===== config.mk =====
export PLATFORM = sky130hd
export DESIGN_NAME = imem_port
export DESIGN_NICKNAME = d
export VERILOG_FILES = /design/src/rtl/imem_port.sv
export SDC_FILE = /design/constraint.sdc
export NUM_CORES = 1
export LEC_CHECK = 0
export BUFFER_PORTS_ARGS = -buffer_cell sky130_fd_sc_hd__buf_4
export CAP_MARGIN = 5
export CORE_AREA = 2 2 101 103
export DETAILED_ROUTE_END_ITERATION = 10
export DIE_AREA = 0 0 103 105
export GPL_TIMING_DRIVEN = 0
export PLACE_DENSITY = 0.71
export SYNTH_ARGS = -nofsm -noshare
export SYNTH_HDL_FRONTEND = slang
export SYNTH_SLANG_ARGS = --single-unit

===== constraint.sdc =====
create_clock -name CLK -period 3.36 [get_ports CLK]
set_input_delay 0.672 -clock CLK [delete_from_list [all_inputs] [get_ports CLK]]
set_output_delay 0.672 -clock CLK [all_outputs]
set_load 0.02 [all_outputs]

===== src/rtl/imem_port.sv =====
// Instruction-memory responder: serves fetch-stage PCs from an external async SRAM and
// arbitrates one MEM-stage load/store port onto the same SRAM, with one-fetch fairness.
module imem_port #(
  parameter int unsigned WAIT_CYCLES = 1,
  parameter logic [15:0] NOP_INSTR   = 16'h0800
) (
  input  logic        CLK,
  input  logic        RST,
  input  logic [15:0] pc_i,
  output logic        stall_pc_o,
  output logic [15:0] instr_o,
  output logic [15:0] instr_pc_o,
  output logic        instr_valid_o,
  input  logic        mem_req_i,
  input  logic        mem_we_i,
  input  logic [15:0] mem_addr_i,
  input  logic [15:0] mem_wdata_i,
  output logic [15:0] mem_rdata_o,
  output logic        mem_ack_o,
  output logic [15:0] ram_addr_o,
  output logic [15:0] ram_data_o,
  input  logic [15:0] ram_data_i,
  output logic        ram_data_oe_o,
  output logic        ram_en_n_o,
  output logic        ram_oe_n_o,
  output logic        ram_we_n_o
);

  typedef enum logic [2:0] {
    S_F,
    S_D_RD,
    S_D_SETUP,
    S_D_WE,
    S_D_HOLD
  } state_e;

  localparam logic [3:0] CNT_LAST = 4'(WAIT_CYCLES - 1);

  state_e      state_q, state_d;
  logic [3:0]  cnt_q, cnt_d;
  logic        fair_q, fair_d;
  logic [15:0] addr_q, addr_d;
  logic [15:0] wdata_q, wdata_d;
  logic [15:0] instr_q, instr_d;
  logic [15:0] instr_pc_q, instr_pc_d;
  logic        instr_valid_q, instr_valid_d;
  logic [15:0] rdata_q, rdata_d;
  logic        ack;
  logic        rd_last;

  // NOTE: every signal written here gets its default first, so no path leaves one unassigned (no latches).
  always_comb begin
    state_d       = state_q;
    cnt_d         = cnt_q;
    fair_d        = fair_q;
    addr_d        = addr_q;
    wdata_d       = wdata_q;
    instr_d       = instr_q;
    instr_pc_d    = instr_pc_q;
    instr_valid_d = 1'b0;
    rdata_d       = rdata_q;
    stall_pc_o    = 1'b1;
    ack           = 1'b0;
    rd_last       = 1'b0;

    unique case (state_q)
      S_F: begin
        if (cnt_q == 4'd0 && mem_req_i && !fair_q) begin
          addr_d  = mem_addr_i;
          wdata_d = mem_wdata_i;
          state_d = mem_we_i ? S_D_SETUP : S_D_RD;
        end else if (cnt_q == CNT_LAST) begin
          stall_pc_o    = 1'b0;
          instr_d       = ram_data_i;
          instr_pc_d    = pc_i;
          instr_valid_d = 1'b1;
          cnt_d         = 4'd0;
          fair_d        = 1'b0;
        end else begin
          cnt_d = cnt_q + 4'd1;
        end
      end
      S_D_RD: begin
        if (cnt_q == CNT_LAST) begin
          rd_last = 1'b1;
          ack     = 1'b1;
          rdata_d = ram_data_i;
          state_d = S_F;
          cnt_d   = 4'd0;
          fair_d  = 1'b1;
        end else begin
          cnt_d = cnt_q + 4'd1;
        end
      end
      S_D_SETUP: state_d = S_D_WE;
      S_D_WE:    state_d = S_D_HOLD;
      S_D_HOLD: begin
        ack     = 1'b1;
        state_d = S_F;
        cnt_d   = 4'd0;
        fair_d  = 1'b1;
      end
      default: state_d = S_F;
    endcase
  end

  // NOTE: sequential state uses non-blocking assignments so all flops update from pre-edge values.
  always_ff @(posedge CLK) begin
    if (RST) begin
      state_q       <= S_F;
      cnt_q         <= 4'd0;
      fair_q        <= 1'b0;
      addr_q        <= 16'h0000;
      wdata_q       <= 16'h0000;
      instr_q       <= NOP_INSTR;
      instr_pc_q    <= 16'h0000;
      instr_valid_q <= 1'b0;
      rdata_q       <= 16'h0000;
    end else begin
      state_q       <= state_d;
      cnt_q         <= cnt_d;
      fair_q        <= fair_d;
      addr_q        <= addr_d;
      wdata_q       <= wdata_d;
      instr_q       <= instr_d;
      instr_pc_q    <= instr_pc_d;
      instr_valid_q <= instr_valid_d;
      rdata_q       <= rdata_d;
    end
  end

  // Load data is forwarded straight from the SRAM in the ack cycle, then held.
  assign mem_rdata_o   = (rd_last && !RST) ? ram_data_i : rdata_q;
  assign mem_ack_o     = ack && !RST;
  assign instr_o       = instr_q;
  assign instr_pc_o    = instr_pc_q;
  assign instr_valid_o = instr_valid_q;

  // Strobes come from registered state only; reset kills a write pulse in the same cycle.
  assign ram_addr_o    = (state_q == S_F) ? pc_i : addr_q;
  assign ram_data_o    = wdata_q;
  assign ram_en_n_o    = 1'b0;
  assign ram_oe_n_o    = !(state_q == S_F || state_q == S_D_RD);
  assign ram_we_n_o    = (state_q != S_D_WE) || RST;
  assign ram_data_oe_o = (state_q == S_D_SETUP) || (state_q == S_D_WE) || (state_q == S_D_HOLD);

endmodule


==> out/metrics.cfg <==
[status]
status = completed

[drt]
wl_per_cell_um = 17.1
wirelength_um = 13900
avgViaCountPerCell = 5.63
vias = 4590
first_pass_iters = 4
drc_errors = 0
ant_nets = 0
drt_iter0_markers = 246

[floorplan]
coreArea_um2 = 9640
die_h_um = 105
dieArea_um2 = 10800
rows = 36
io_pins = 155
dieWidth_um = 103
initial_utilization_pct = 44.2

[synth]
synth_ff_type = dfxtp_1
synthCells = 514
synth_top_area_cell = dfxtp_1
yosysUniqueCellTypes = 39
syn_nets = 584
yosysSeqAreaShare_pct = 41.8
synth.area.top_cells = dfxtp_1 42%, o31ai_1 11%, a21oi_1 9.4%, nand4_1 9.3%, nand2_1 4.3%
synth_seq_cells = 89
synth_edf_count = 0
synthArstFlopShare_pct = 0
avgSynthCellArea_um2 = 8.29
synth_top_area_share_pct = 41.8
ys_warn_count = 0
netlist_area_um2 = 4260

[min_path]
hold_class = reg -> reg

[global_route]
antenna_found_initial = 0
grt_pass1_wl_um = 22200
grtUsageTotal_pct = 25.7
grt_max_degree = 16
overflow = 0
grt_pass1_vias = 4449

[power_and_ir_drop]
p_per_area_nw_per_um2 = 909
irDropWorstVdd_v = 0.000367
total_leakage_power_nw = 2.46
total_power_mw = 5.26

[timing]
setup_viol = 0
whs_ps = 475
fmax_mhz = 311
slew_violations = 0
skew_ps = 13.1
period_needed_ps = 3210
max_slew.worst_pin.slew_ps = 627
rsz0062_at_grt = no
slew-limit-headroom_pct = 58.2
finalCritPeriodShare_pct = 95.7
fin_setup_tns_ps = 0
hold_viol_final = 0

[placed_design]
place_area_um2 = 5580
io_buffers = 153
dp_hpwl_um = 10400
gp_congestion = 0.878

[cts]
cts_sinks = 89
cts_tree = yes
cts_buffer_depth = 2
cts_setup_buffers = 0
clkLatencyLatePin_ps = 360
cts-htree-levels = 3
cts-root-buf = clkbuf_8
cts_made_buffers = 9
clk_pin_slew_ps = 100

[critical_path]
critPathLaunch = cnt_q[0]$_SDFFE_PP0P_
worstSetupEndpointType = output port
r2r-end = instr_pc_o[2]$_SDFFE_PP0P_
critPathKind = reg -> out
r2r_cells = 7
rr_startpoint = cnt_q[0]$_SDFFE_PP0P_
crit_path_start_kind = flop
r2r_setup_slack_ps = 1280
endpoint = mem_rdata_o[11]
path_max_fanout = 10
worstPathArrival_ps = 2540
crit_required_ps = 2690

[layout]
layout_commonest_cell = buf_4
design_area_um2 = 5790
syn_to_final_growth_pct = 35.9
drive_above_1_share_pct = 29.7
nNetsFinal = 748
diodes = 0
mostFrequentLayoutCells = 154 x buf_4, 89 x dfxtp_1, 80 x a21oi_1

[flow_run]
drv_cap = 0

-- cells in the mapped netlist, types with 2 or more instances --
cell type and number:
o21ai_0 18, nor2_1 9, nand2_1 49, a21oi_1 80, buf_2 9, or4_1 2
mux2_4 10, inv_1 6, nand4_1 63, nand3_1 19, and3_1 2, a31oi_1 4
buf_1 7, mux2_2 6, mux2i_1 2, dfxtp_1 89, ha_1 2, clkbuf_1 48
nand3b_1 2, nand2b_1 4, o31ai_1 65
-- logic make-up after synthesis --
family	after synthesis	share of synthesized area (%)
AOI/OAI and AO/OA	171	24.3
and+or+nand+nor	160	20.4
DFF	89	41.8
buffers and inverters	73	7.22
muxes	18	5.58
adders and majority gates	2	0.587
other	1	0.0880
-- layout make-up --
cell class / instances / area, um^2
timing repair buffer: 153 / 1150
inverter: 6 / 22.5
fill: 919 / 3850
multi-input combinational: 352 / 2180
sequential: 89 / 1780
clock buffer: 10 / 138
buffer: 67 / 287
tap: 133 / 166
clock inverter: 6 / 67.6
-- registers in the layout (all words and copies together) (netlist names) --
signal,flops
addr_q,16
instr_valid_o,1
ram_data_o,16
fair_q,1
cnt_q,4
state_q,3
rdata_q,16
instr_o,16
instr_pc_o,16
-- per-stage QoR --
stage	utilization, %	instances	setup slack (ps)
final	60.0	816	146
after global routing	60.0	816	34.2
after CTS	60.0	816	121
after detailed placement	57.8	800	517
after global placement	57.8	800	517
after floorplan	-	514	816
-- power by group --
group / switching [mW] / leakage [nW] / internal (mW)
Sequential: 0.171 / 0.728 / 1.34
Clock: 0.401 / 0.0985 / 0.366
Combinational: 1.92 / 1.64 / 1.06
-- worst max-delay path, stage by stage, from the launching register on --
cell,delay [ps]
dfxtp_1,340
inv_1,80
ha_1,160
or3b_4,390
buf_6,170
nor3_4,370
buf_8,210
mux2_4,310
buf_4,160
-- repair_timing --
action,in CTS,in global routing
setup endpoints to repair,0,10
hold buffers,0,0
gates resized for setup,0,3
-- how the worst min path moves through the flow --
| stage | from | end | slack, ps | cells past startpoint |
|---|---|---|---|---|
| after CTS | addr_q[3]$_SDFFE_PP0P_ | addr_q[3]$_SDFFE_PP0P_ | 470 | 2 |
| after floorplan | addr_q[0]$_SDFFE_PP0P_ | addr_q[0]$_SDFFE_PP0P_ | 450 | 2 |
| final | addr_q[13]$_SDFFE_PP0P_ | addr_q[13]$_SDFFE_PP0P_ | 470 | 2 |
| after global routing | instr_o[5]$_SDFFE_PP0P_ | instr_o[5]$_SDFFE_PP0P_ | 490 | 2 |
| after global placement | instr_pc_o[0]$_SDFFE_PP0P_ | instr_pc_o[0]$_SDFFE_PP0P_ | 450 | 2 |
| after detailed placement | addr_q[13]$_SDFFE_PP0P_ | addr_q[13]$_SDFFE_PP0P_ | 460 | 2 |
-- per-layer routing --
metal | part of all wire (%) | GRT usage [%]
met1 | 44 | 34.8
met2 | 47 | 41.5
met3 | 7.1 | 5.22
met4 | 1.5 | 6.67
met5 | 0 | 0
Power figures use the tool's default switching activity.
